===== src/rtl/chacha_pkg.sv =====
// Shared types and helpers for the ChaCha block feeder: FSM states, block
// geometry, and the byte-count / tail-byte mask helpers.
package chacha_pkg;

    localparam int BLOCK_W         = 512;
    localparam int WORD_W          = 32;
    localparam int WORDS_PER_BLOCK = 16;
    localparam int IDX_W           = $clog2(WORDS_PER_BLOCK);

    localparam logic [IDX_W-1:0] LAST_LANE = IDX_W'(WORDS_PER_BLOCK - 1);

    typedef enum logic [2:0] {
        IDLE,
        FILL,
        INIT,
        NEXT,
        WAIT_VALID,
        DONE,
        WAIT_TAG
    } state_e;

    // 0 and anything above 4 count as a full word.
    function automatic logic [2:0] eff_bytes(input logic [2:0] nb);
        return ((nb == 3'd0) || (nb > 3'd4)) ? 3'd4 : nb;
    endfunction

    function automatic logic [WORD_W-1:0] byte_mask(input logic [2:0] nb);
        case (eff_bytes(nb))
            3'd1:    return 32'h0000_00ff;
            3'd2:    return 32'h0000_ffff;
            3'd3:    return 32'h00ff_ffff;
            default: return 32'hffff_ffff;
        endcase
    endfunction

endpackage


===== src/rtl/chacha_word_packer.sv =====
// Packs 32-bit words into a 512-bit block: lane index, lane write,
// tail-byte masking on the last word and whole-block clear.
module chacha_word_packer
    import chacha_pkg::*;
(
    input  logic               clk,
    input  logic               reset_n,
    input  logic               wr,
    input  logic               first,
    input  logic               clr,
    input  logic [WORD_W-1:0]  data,
    input  logic               last,
    input  logic [2:0]         nbytes,
    output logic               full,
    output logic [BLOCK_W-1:0] block
);

    logic [IDX_W-1:0]   idx_q, idx_d, lane;
    logic [BLOCK_W-1:0] block_q, block_d;

    // The first word of a message always lands in lane 0 of a fresh block.
    assign lane  = first ? '0 : idx_q;
    assign full  = wr && (lane == LAST_LANE);
    assign block = block_q;

    always_comb begin
        block_d = block_q;
        idx_d   = idx_q;
        if (clr) begin
            block_d = '0;
            idx_d   = '0;
        end else if (wr) begin
            if (first) begin
                block_d = '0;
            end
            block_d[int'(lane)*WORD_W +: WORD_W] = last ? (data & byte_mask(nbytes)) : data;
            if (last) begin
                for (int i = 0; i < WORDS_PER_BLOCK; i++) begin
                    if (i > int'(lane)) begin
                        block_d[i*WORD_W +: WORD_W] = '0;
                    end
                end
            end
            idx_d = lane + 1'b1;
        end
    end

    always_ff @(posedge clk or negedge reset_n) begin
        if (!reset_n) begin
            block_q <= '0;
            idx_q   <= '0;
        end else begin
            block_q <= block_d;
            idx_q   <= idx_d;
        end
    end

endmodule


===== src/rtl/chacha_block_feeder.sv =====
// Feeds a word stream into chacha20_poly1305_core as 512-bit blocks and
// sequences init/next/done per message, with a core-response timeout.
module chacha_block_feeder
    import chacha_pkg::*;
#(
    parameter int LEN_W       = 32,
    parameter int TIMEOUT_CYC = 1024
) (
    input  logic               clk,
    input  logic               reset_n,
    input  logic               s_valid,
    output logic               s_ready,
    input  logic [WORD_W-1:0]  s_data,
    input  logic               s_last,
    input  logic [2:0]         s_bytes,
    output logic               core_init,
    output logic               core_next,
    output logic               core_done,
    output logic [BLOCK_W-1:0] core_data_in,
    input  logic               core_ready,
    input  logic               core_valid,
    input  logic               core_tag_ok,
    output logic [LEN_W-1:0]   msg_len,
    output logic [LEN_W-1:0]   blk_cnt,
    output logic               busy,
    output logic               err
);

    localparam int               TMO_W    = $clog2(TIMEOUT_CYC + 1);
    localparam logic [TMO_W-1:0] TMO_LAST = TMO_W'(TIMEOUT_CYC - 1);

    state_e             state_q, state_d;
    logic               s_ready_q, s_ready_d;
    logic               init_q, init_d, next_q, next_d, done_q, done_d;
    logic               err_q, err_d, last_q, last_d;
    logic [LEN_W-1:0]   msg_len_q, msg_len_d, blk_cnt_q, blk_cnt_d;
    logic [TMO_W-1:0]   tmo_q, tmo_d;
    logic               accept, first_wr, blk_full, pk_clr, waiting, timeout;

    assign accept   = s_valid && s_ready_q;
    assign first_wr = accept && (state_q == IDLE);
    assign pk_clr   = (state_q == WAIT_VALID) && core_valid && !last_q;
    assign waiting  = (state_q == INIT) || (state_q == NEXT) ||
                      (state_q == WAIT_VALID) || (state_q == WAIT_TAG);

    chacha_word_packer u_packer (
        .clk     (clk),
        .reset_n (reset_n),
        .wr      (accept),
        .first   (first_wr),
        .clr     (pk_clr),
        .data    (s_data),
        .last    (s_last),
        .nbytes  (s_bytes),
        .full    (blk_full),
        .block   (core_data_in)
    );

    always_ff @(posedge clk or negedge reset_n) begin
        if (!reset_n) begin
            state_q   <= IDLE;
            s_ready_q <= 1'b0;
            init_q    <= 1'b0;
            next_q    <= 1'b0;
            done_q    <= 1'b0;
            err_q     <= 1'b0;
            last_q    <= 1'b0;
            msg_len_q <= '0;
            blk_cnt_q <= '0;
            tmo_q     <= '0;
        end else begin
            state_q   <= state_d;
            s_ready_q <= s_ready_d;
            init_q    <= init_d;
            next_q    <= next_d;
            done_q    <= done_d;
            err_q     <= err_d;
            last_q    <= last_d;
            msg_len_q <= msg_len_d;
            blk_cnt_q <= blk_cnt_d;
            tmo_q     <= tmo_d;
        end
    end

    always_comb begin
        state_d = state_q;
        timeout = 1'b0;
        case (state_q)
            IDLE:       if (accept) state_d = s_last ? INIT : FILL;
            FILL:       if (accept && (s_last || blk_full))
                            state_d = (blk_cnt_q == '0) ? INIT : NEXT;
            INIT:       if (core_ready) state_d = NEXT;
            // Skip the cycle init is still high: the core has not yet had a
            // chance to drop ready, so a next pulse there would be lost.
            NEXT:       if (core_ready && !init_q) state_d = WAIT_VALID;
            WAIT_VALID: if (core_valid) state_d = last_q ? DONE : FILL;
            DONE:       state_d = WAIT_TAG;
            WAIT_TAG:   if (core_tag_ok) state_d = IDLE;
            default:    state_d = IDLE;
        endcase
        if (waiting && (state_d == state_q) && (tmo_q == TMO_LAST)) begin
            timeout = 1'b1;
            state_d = IDLE;
        end
    end

    always_comb begin
        s_ready_d = (state_d == IDLE) || (state_d == FILL);
        init_d    = (state_q == INIT) && (state_d == NEXT);
        next_d    = (state_q == NEXT) && (state_d == WAIT_VALID);
        done_d    = (state_d == DONE);

        msg_len_d = msg_len_q;
        if (accept) begin
            msg_len_d = (first_wr ? '0 : msg_len_q) +
                        (s_last ? LEN_W'(eff_bytes(s_bytes)) : LEN_W'(4));
        end

        blk_cnt_d = blk_cnt_q;
        if (first_wr)    blk_cnt_d = '0;
        else if (next_d) blk_cnt_d = blk_cnt_q + 1'b1;

        err_d = err_q;
        if (first_wr)     err_d = 1'b0;
        else if (timeout) err_d = 1'b1;

        last_d = accept ? s_last : last_q;

        tmo_d = tmo_q;
        if (state_d != state_q) tmo_d = '0;
        else if (waiting)       tmo_d = tmo_q + 1'b1;
    end

    assign s_ready   = s_ready_q;
    assign core_init = init_q;
    assign core_next = next_q;
    assign core_done = done_q;
    assign msg_len   = msg_len_q;
    assign blk_cnt   = blk_cnt_q;
    assign err       = err_q;
    assign busy      = (state_q != IDLE);

endmodule

===== config.mk =====
export PLATFORM = sky130hd
export DESIGN_NAME = chacha_block_feeder
export DESIGN_NICKNAME = d
export VERILOG_FILES = /design/src/rtl/chacha_pkg.sv /design/src/rtl/chacha_word_packer.sv /design/src/rtl/chacha_block_feeder.sv
export SDC_FILE = /design/constraint.sdc
export NUM_CORES = 1
export LEC_CHECK = 0
export CORE_MARGIN = 5
export CORE_UTILIZATION = 44
export DETAILED_ROUTE_END_ITERATION = 7
export GPL_ROUTABILITY_DRIVEN = 0
export PLACE_DENSITY = 0.78
export SETUP_SLACK_MARGIN = 0.3
export SLEW_MARGIN = 20
export SYNTH_ARGS = -nofsm -noshare
export SYNTH_HDL_FRONTEND = slang
export SYNTH_SLANG_ARGS = --single-unit

===== constraint.sdc =====
create_clock -name clk -period 6.5 [get_ports clk]
set_clock_uncertainty 0.05 [all_clocks]
set_input_delay 0.65 -clock clk [delete_from_list [all_inputs] [get_ports clk]]
set_output_delay 0.65 -clock clk [all_outputs]
set_load 0.01 [all_outputs]

Yosys cells after proc, flatten, opt, wreduce, memory -nomap -nowiden
Cells that the tools add are included.
{"block": "totals", "wordCells": 131, "output_inout_bits": 582, "in_bits": 42, "regBits": 600}
{"block": "op_classes", "n_shift": 2, "n_addsub": 5, "n_bitwise": 1, "muxes": 50, "n_eq_ne": 17, "order_cmp": 16, "reduce_logical": 28}
{"op": "2-to-1 mux 512 bit", "count": 5}
{"op": "2-to-1 mux 32 bit", "count": 21}
{"op": "bitwise mux 512 bit", "count": 1}
{"op": "variable shift 32 x 33 -> 512 bit (first input constant)", "count": 1}
{"op": "variable part select 32 x 33 -> 512 bit", "count": 1}
{"op": "2-to-1 mux 480 bit", "count": 1}
{"op": "case mux 32 bit (3 select lines)", "count": 1}
{"op": "negator 9 -> 33 bit", "count": 1}
{"op": "adder 32 x 1 -> 32 bit (second input constant)", "count": 1}
{"op": "adder 32 x 3 -> 32 bit", "count": 1}
{"op": "AND 32 bit", "count": 1}
{"op": "greater-than comparator 4 bit (first input constant)", "count": 8}
{"op": "zero test 32 bit", "count": 1}
{"op": "2-to-1 mux 3 bit", "count": 10}
{"op": "2-to-1 mux 11 bit", "count": 2}
{"op": "case mux 3 bit (7 select lines)", "count": 1}
{"op": "greater-than comparator 3 x 4 -> 1 bit (first input constant)", "count": 4}
{"op": "equality test 3 x 2 -> 1 bit (second input constant)", "count": 5}
{"op": "equality test 3 bit (second input constant)", "count": 5}
{"op": "2-to-1 mux 4 bit", "count": 3}
{"op": "adder 11 x 1 -> 11 bit (second input constant)", "count": 1}
{"op": "equality test 11 x 10 -> 1 bit (second input constant)", "count": 1}
{"op": "logical AND 1 bit", "count": 11}
{"op": "equality test 3 x 1 -> 1 bit (second input constant)", "count": 3}
{"op": "14 further kinds", "count": 29}

Depth between registers and ports, before layout
{"block": "depth", "ltp_word": 17, "ltp_mapped": 14}

Hierarchy
Synthesis repeated with hierarchy kept, for this count alone.
{"block": "unflattened", "hier_cells": 1931, "hier_area_um2": 24175.7}
{"mod": "chacha_word_packer", "cells_per_inst": 1413, "n_inst": 1, "seq_area_each_um2": 12912.4, "area_each_um2": 19382.3}
{"mod": "chacha_block_feeder", "cells_per_inst": 518, "n_inst": 1, "seq_area_each_um2": 2102.0, "area_each_um2": 4793.3}

Least setup slack after synthesis
No wires, ideal clock.
{"block": "synth_timing", "path_type": "input to register", "start": "input s_valid", "end": "register msg_len_q[20] (netlist: msg_len[20])", "slack_ns": 2.857, "arrival_time_ns": 3.515, "cell_stages": 13, "n_path_buf": 2, "cell_sequence": "and2_1 > nand2_1 > clkbuf_1 > clkbuf_1 > and2_1 > ha_1 > inv_1 > fa_1 > nand2b_1 > a211oi_2 > nand4_1 > or3_1 > a21oi_1"}
{"block": "synth_via", "elab_chain_len": 4}
{"element": "start, declared", "line": "chacha_block_feeder.sv:11", "rtl": "input logic s_valid,"}
{"element": "logical AND 1 bit *", "line": "chacha_block_feeder.sv:40", "rtl": "assign accept = s_valid && s_ready_q;"}
{"element": "logical AND 1 bit", "line": "chacha_block_feeder.sv:41", "rtl": "assign first_wr = accept && (state_q == IDLE);"}
{"element": "2-to-1 mux 32 bit", "line": "chacha_block_feeder.sv:115", "rtl": "msg_len_d = (first_wr ? '0 : msg_len_q) +"}
{"element": "adder 32 x 3 -> 32 bit", "line": "chacha_block_feeder.sv:115"}
{"element": "end signal, assigned", "line": "chacha_block_feeder.sv:79", "rtl": "msg_len_q <= msg_len_d;"}
{"element": "end, declared", "line": "chacha_block_feeder.sv:36", "rtl": "logic [LEN_W-1:0] msg_len_q, msg_len_d, blk_cnt_q, blk_cnt_d;"}
Every way passes the cells marked *; elsewhere a longest branch is shown, timed or not.
A chain may end at the register's enable or synchronous reset.

Worst setup path in the final report
{"block": "layout_timing", "start": "register state_q[2]", "end": "register u_packer.block_q[379] (netlist: u_packer.block[379])"}
{"block": "layout_via", "elab_chain_len": 10}
{"element": "start, declared", "line": "chacha_block_feeder.sv:32", "rtl": "state_e state_q, state_d;"}
{"element": "start signal, assigned", "line": "chacha_block_feeder.sv:72", "rtl": "state_q <= state_d;"}
{"element": "zero test 3 bit", "line": "chacha_block_feeder.sv:41"}
{"element": "logical AND 1 bit", "line": "chacha_block_feeder.sv:41"}
{"element": "2-to-1 mux 4 bit / 2-to-1 mux 512 bit (equally long branches)", "line": "chacha_word_packer.sv:22, chacha_word_packer.sv:33"}
{"element": "negator 9 -> 33 bit / 2-to-1 mux 512 bit (equally long branches)", "line": "chacha_word_packer.sv:36, chacha_word_packer.sv:32"}
{"element": "variable part select 32 x 33 -> 512 bit (tied with other cells)", "line": "chacha_word_packer.sv:36", "rtl": "block_d[int'(lane)*WORD_W +: WORD_W] = last ? (data & byte_mask(nbytes)) : data;"}
{"element": "bitwise mux 512 bit", "line": "chacha_word_packer.sv:36"}
{"element": "2-to-1 mux 32 bit", "line": "chacha_word_packer.sv:39", "rtl": "if (i > int'(lane)) begin"}
{"element": "2-to-1 mux 480 bit", "line": "chacha_word_packer.sv:37", "rtl": "if (last) begin"}
{"element": "2-to-1 mux 512 bit", "line": "chacha_word_packer.sv:32", "rtl": "end else if (wr) begin"}
{"element": "2-to-1 mux 512 bit", "line": "chacha_word_packer.sv:29", "rtl": "if (clr) begin"}
{"element": "end signal, assigned", "line": "chacha_word_packer.sv:53", "rtl": "block_q <= block_d;"}
{"element": "end, declared", "line": "chacha_word_packer.sv:19", "rtl": "logic [BLOCK_W-1:0] block_q, block_d;"}
Parallel ways exist; a longest one is shown, timed or not. The select of a mux whose other input is x is not followed.

==> results.md <==
- Die Width: 245 um
- CTS Buffer Depth: 3
- DRT Pass-1 Iters: 7
- Row count: 86
- First-pass GRT wire length: 143 mm
- Detail Placement HPWL: 65.2 mm
- Adder-cell share of the synthesized area: 0.703%
- Syn_nets: around 2000
- Post-CTS sizing: 0
- Syn-to-layout area delta: 38.1%
- Die area: 59800 sq um
- Synth Area in Compound Gates: 23.2%
- Post-Synth Simple-Gate Area: ~9%
- Routed WL: 97.1 mm
- Largest net degree at the start of global routing: 197
- Via density: about 6.3
- Post-synthesis mux area share: 0.0827%
- Cts bufs inserted: 60
- CTS tree: yes
- Crit path top cell by count: nand2_1
- Post-Synth XOR/XNOR Area: 1.88%
- Pwr Total: 12000 uW
- CP Launch Type: register
- Critical Path End: u_packer.block[379]
- Setup Fix Bufs, Post-CTS: 0
- DR iter-0 viols: roughly 2500
- Rel. slew slack: 21.4%
- Post-synthesis cell type count: 76
- Status: complete, no violations
- Worst reg2reg path depth: 9
- Synth Cell Area: 24200 sq um
- GR peak layer: met2
- Clk_lat worst skew: 630 ps
- CP arrival: around 5800 ps
- Worst hold margin: 65.4 ps
- Initial antenna violation count: 5
- Final period utilization: 82.4%
- DRT antenna net count: 0
- RSZ-0062 raised after global routing: no
- Setup ws final: around 1100 ps
- Largest family of logic cells by synthesized area: compound AO/OA/AOI/OAI gates
- Flop-to-flop setup slack: 1140 ps
- GRT met1 Usage: around 40%
- Max VDD drop: 0.257 mV
- Setup WS pre-CTS: 1360 ps
- Placed Cells: ~3200
- GR Util met2: 50.3%
- Core area: 54800 sq um
- I/O pin count: 624
- Hold Violations, Final: 0
- Gr usage total: 31.4%
- Clock Pin Slew Worst Setup and Hold Paths: 70 ps
- DIE HEIGHT: 245 um
- Met3 Usage GRT: around a tenth
- Crit path time final: roughly 5400 ps
- Worst min path class: primary input to asynchronous set/reset pin
- FMAX: approximately 0.19 GHz
- CP endpoint kind: register
- CTS H-Tree Depth: 2
- DRC: 0
- Critical Path Fanout Max: 24
- Reg-to-Reg Start: state_q[2]
- Avg Cell Area, Syn: 12.3 sq um
- Gr ovfl total: 0
- Gate Count Post-Synth: 1967
- Hold Buf Count CTS: 0
- Async SR Flop Fraction: 100%
- Slowest-stage cell, CP: nand2_1
- Initial core utilization: 44.2%
- CP startpoint: state_q[2]
- Synth warn: 0
- Wire per inst: slightly below 30 um
- Crit path cell chain: nor3_4, nand2_1, nand2_1, ha_1, and2_1, a31oi_1, a21oi_1, nand2_1, o211ai_1
- EDFF count, synth: 0
- Pwr Density: 358 nW/um^2
- Pins over their slew limit: 0
- Sink Count: 600
- CP required: 6970 ps
- Share of cells above drive strength 1: 7.57%
- Leakage: around 0.014 uW
- Max_cap viols: 0
- Nets: 2596
- Yosys reg bits: 600
- Critical path class: register to register
- Seq/Total Area, Yosys: 62.0%
- Final Non-Filler Cells: 3298
- Main synth FF type: dfrtp_1
- Slew @ Worst Pin: 1180 ps
- Setup_tns: 0 ps
- Root buffer cell: clkbuf_16
- Via count: roughly 21000
- Worst R2R End: u_packer.block[379]
- CP max stage delay: 790 ps
- Final setup fails: 0
- Port bufs: approximately 620
- Vias in the first global route: 21090
## layout make-up
type / instances / area [sq um]
Timing Repair Buffer: 672 / 6710
Tap cell: 704 / 881
Sequential cell: 600 / 15000
Clock inverter: 30 / 372
Fill cell: 4156 / 21300
Clock buffer: 81 / 1730
Multi-Input combinational cell: 1181 / 8620
Inverter: 26 / 97.6
Antenna cell: 4 / 10.0
## cells in the mapped netlist (all sizes together), types with 3 or more instances
library cell | n | area [sq um]
buf | 78 | 372
or3 | 16 | 100
nand3 | 51 | 255
and3b | 4 | 36.3
a31oi | 3 | 25.0
or2 | 4 | 25.0
ha | 12 | 150
nand2 | 113 | 424
o31ai | 8 | 70.1
a22oi | 3 | 22.5
and2 | 12 | 75.1
inv | 26 | 97.6
dfrtp | 600 | 15000
nor2 | 109 | 412
nor2b | 7 | 43.8
a22o | 264 | 2310
or4 | 4 | 30.0
nand4 | 23 | 150
nor3 | 25 | 136
o211ai | 60 | 450
o41ai | 4 | 50.1
nor4 | 20 | 131
a21oi | 47 | 239
clkbuf | 82 | 308
o21a | 4 | 30.0
and3 | 8 | 50.1
nand3b | 3 | 22.5
xnor2 | 28 | 245
o221ai | 3 | 43.8
nor3b | 3 | 27.5
o2bb2ai | 192 | 1680
and4 | 12 | 105
a32o | 24 | 240
xor2 | 24 | 210
nor4b | 4 | 41.3
o21ai | 55 | 279
nand2b | 4 | 25.0
## flip-flops by register name, summed over array words and instances, names as in the netlist
| register | flops |
|---|---|
| blk_cnt | 32 |
| core_done | 1 |
| core_init | 1 |
| core_next | 1 |
| err | 1 |
| last_q | 1 |
| msg_len | 32 |
| s_ready | 1 |
| state_q | 3 |
| tmo_q | 11 |
| u_packer.block | 512 |
| u_packer.idx_q | 4 |
## power by group
group	internal (uW)	switching, uW	leakage, uW
registers	4180	416	0.00834
logic	1380	2320	0.00502
clock network	2120	1570	0.00101
## critical path, delay by kind of cell (launching register included)
family	cells	cell delay (ps)
simple gates	5	2850
compound gates	3	1390
fa+ha+maj	1	350
flops	1	600
## placed cells by master, fill, tap and decap left out, types with 5 or more instances in the layout
cell and instances:
a21oi_1 41, a21oi_4 5, a22o_1 264, a32o_1 24, and2_1 12, and3_1 8, and4_1 12, buf_4 43
bufinv_16 6, clkbuf_1 7, clkbuf_16 61, clkbuf_8 13, clkdlybuf4s50_1 622, clkinv_2 8, clkinvlp_4 9, dfrtp_1 600
ha_1 12, inv_1 24, nand2_1 113, nand3_1 51, nand4_1 22, nor2_1 108, nor2b_1 7, nor3_1 21
nor4_1 17, o211ai_1 60, o21ai_0 38, o21ai_1 11, o2bb2ai_1 192, o31ai_1 6, or3_1 16, xnor2_1 28
xor2_1 24
## worst min-delay path by stage
stage,slack [ps],to,from
floorplan,300,blk_cnt[0],reset_n
global placement,420,u_packer.block[171],u_packer.block[171]
detailed placement,420,u_packer.block[246],u_packer.block[246]
CTS,90,blk_cnt[10],reset_n
global route,130,blk_cnt[10],reset_n
finish,70,blk_cnt[10],reset_n
## stage by stage
stage	instance area, sq um	utilization [%]
after floorplan	24200	-
after global placement	31200	57.0
after detailed placement	31200	57.0
after CTS	33300	60.9
after global routing	33400	61.0
final	33400	61.0
## metal layers
metal  vias to the layer above  part of all wire, %  routed length [um]
li1                       8585                    -                   -
met1                     10702                   37               35600
met2                      1302                   47               46000
met3                       285                   10               10100
met4                         2                  5.6                5430
met5                         -                0.013                  13
## logic make-up (layout without fill, tap and decap cells)
group,count (synthesis),in the layout
AOI/OAI and AO/OA,685,685
DFF,600,600
and+or+nand+nor,429,429
buffers and inverters,186,809
xor gates and xnor gates,52,52
adders and majority gates,13,13
muxes,2,2
other,0,4
Note: power is estimated with default switching activity, not from simulation.
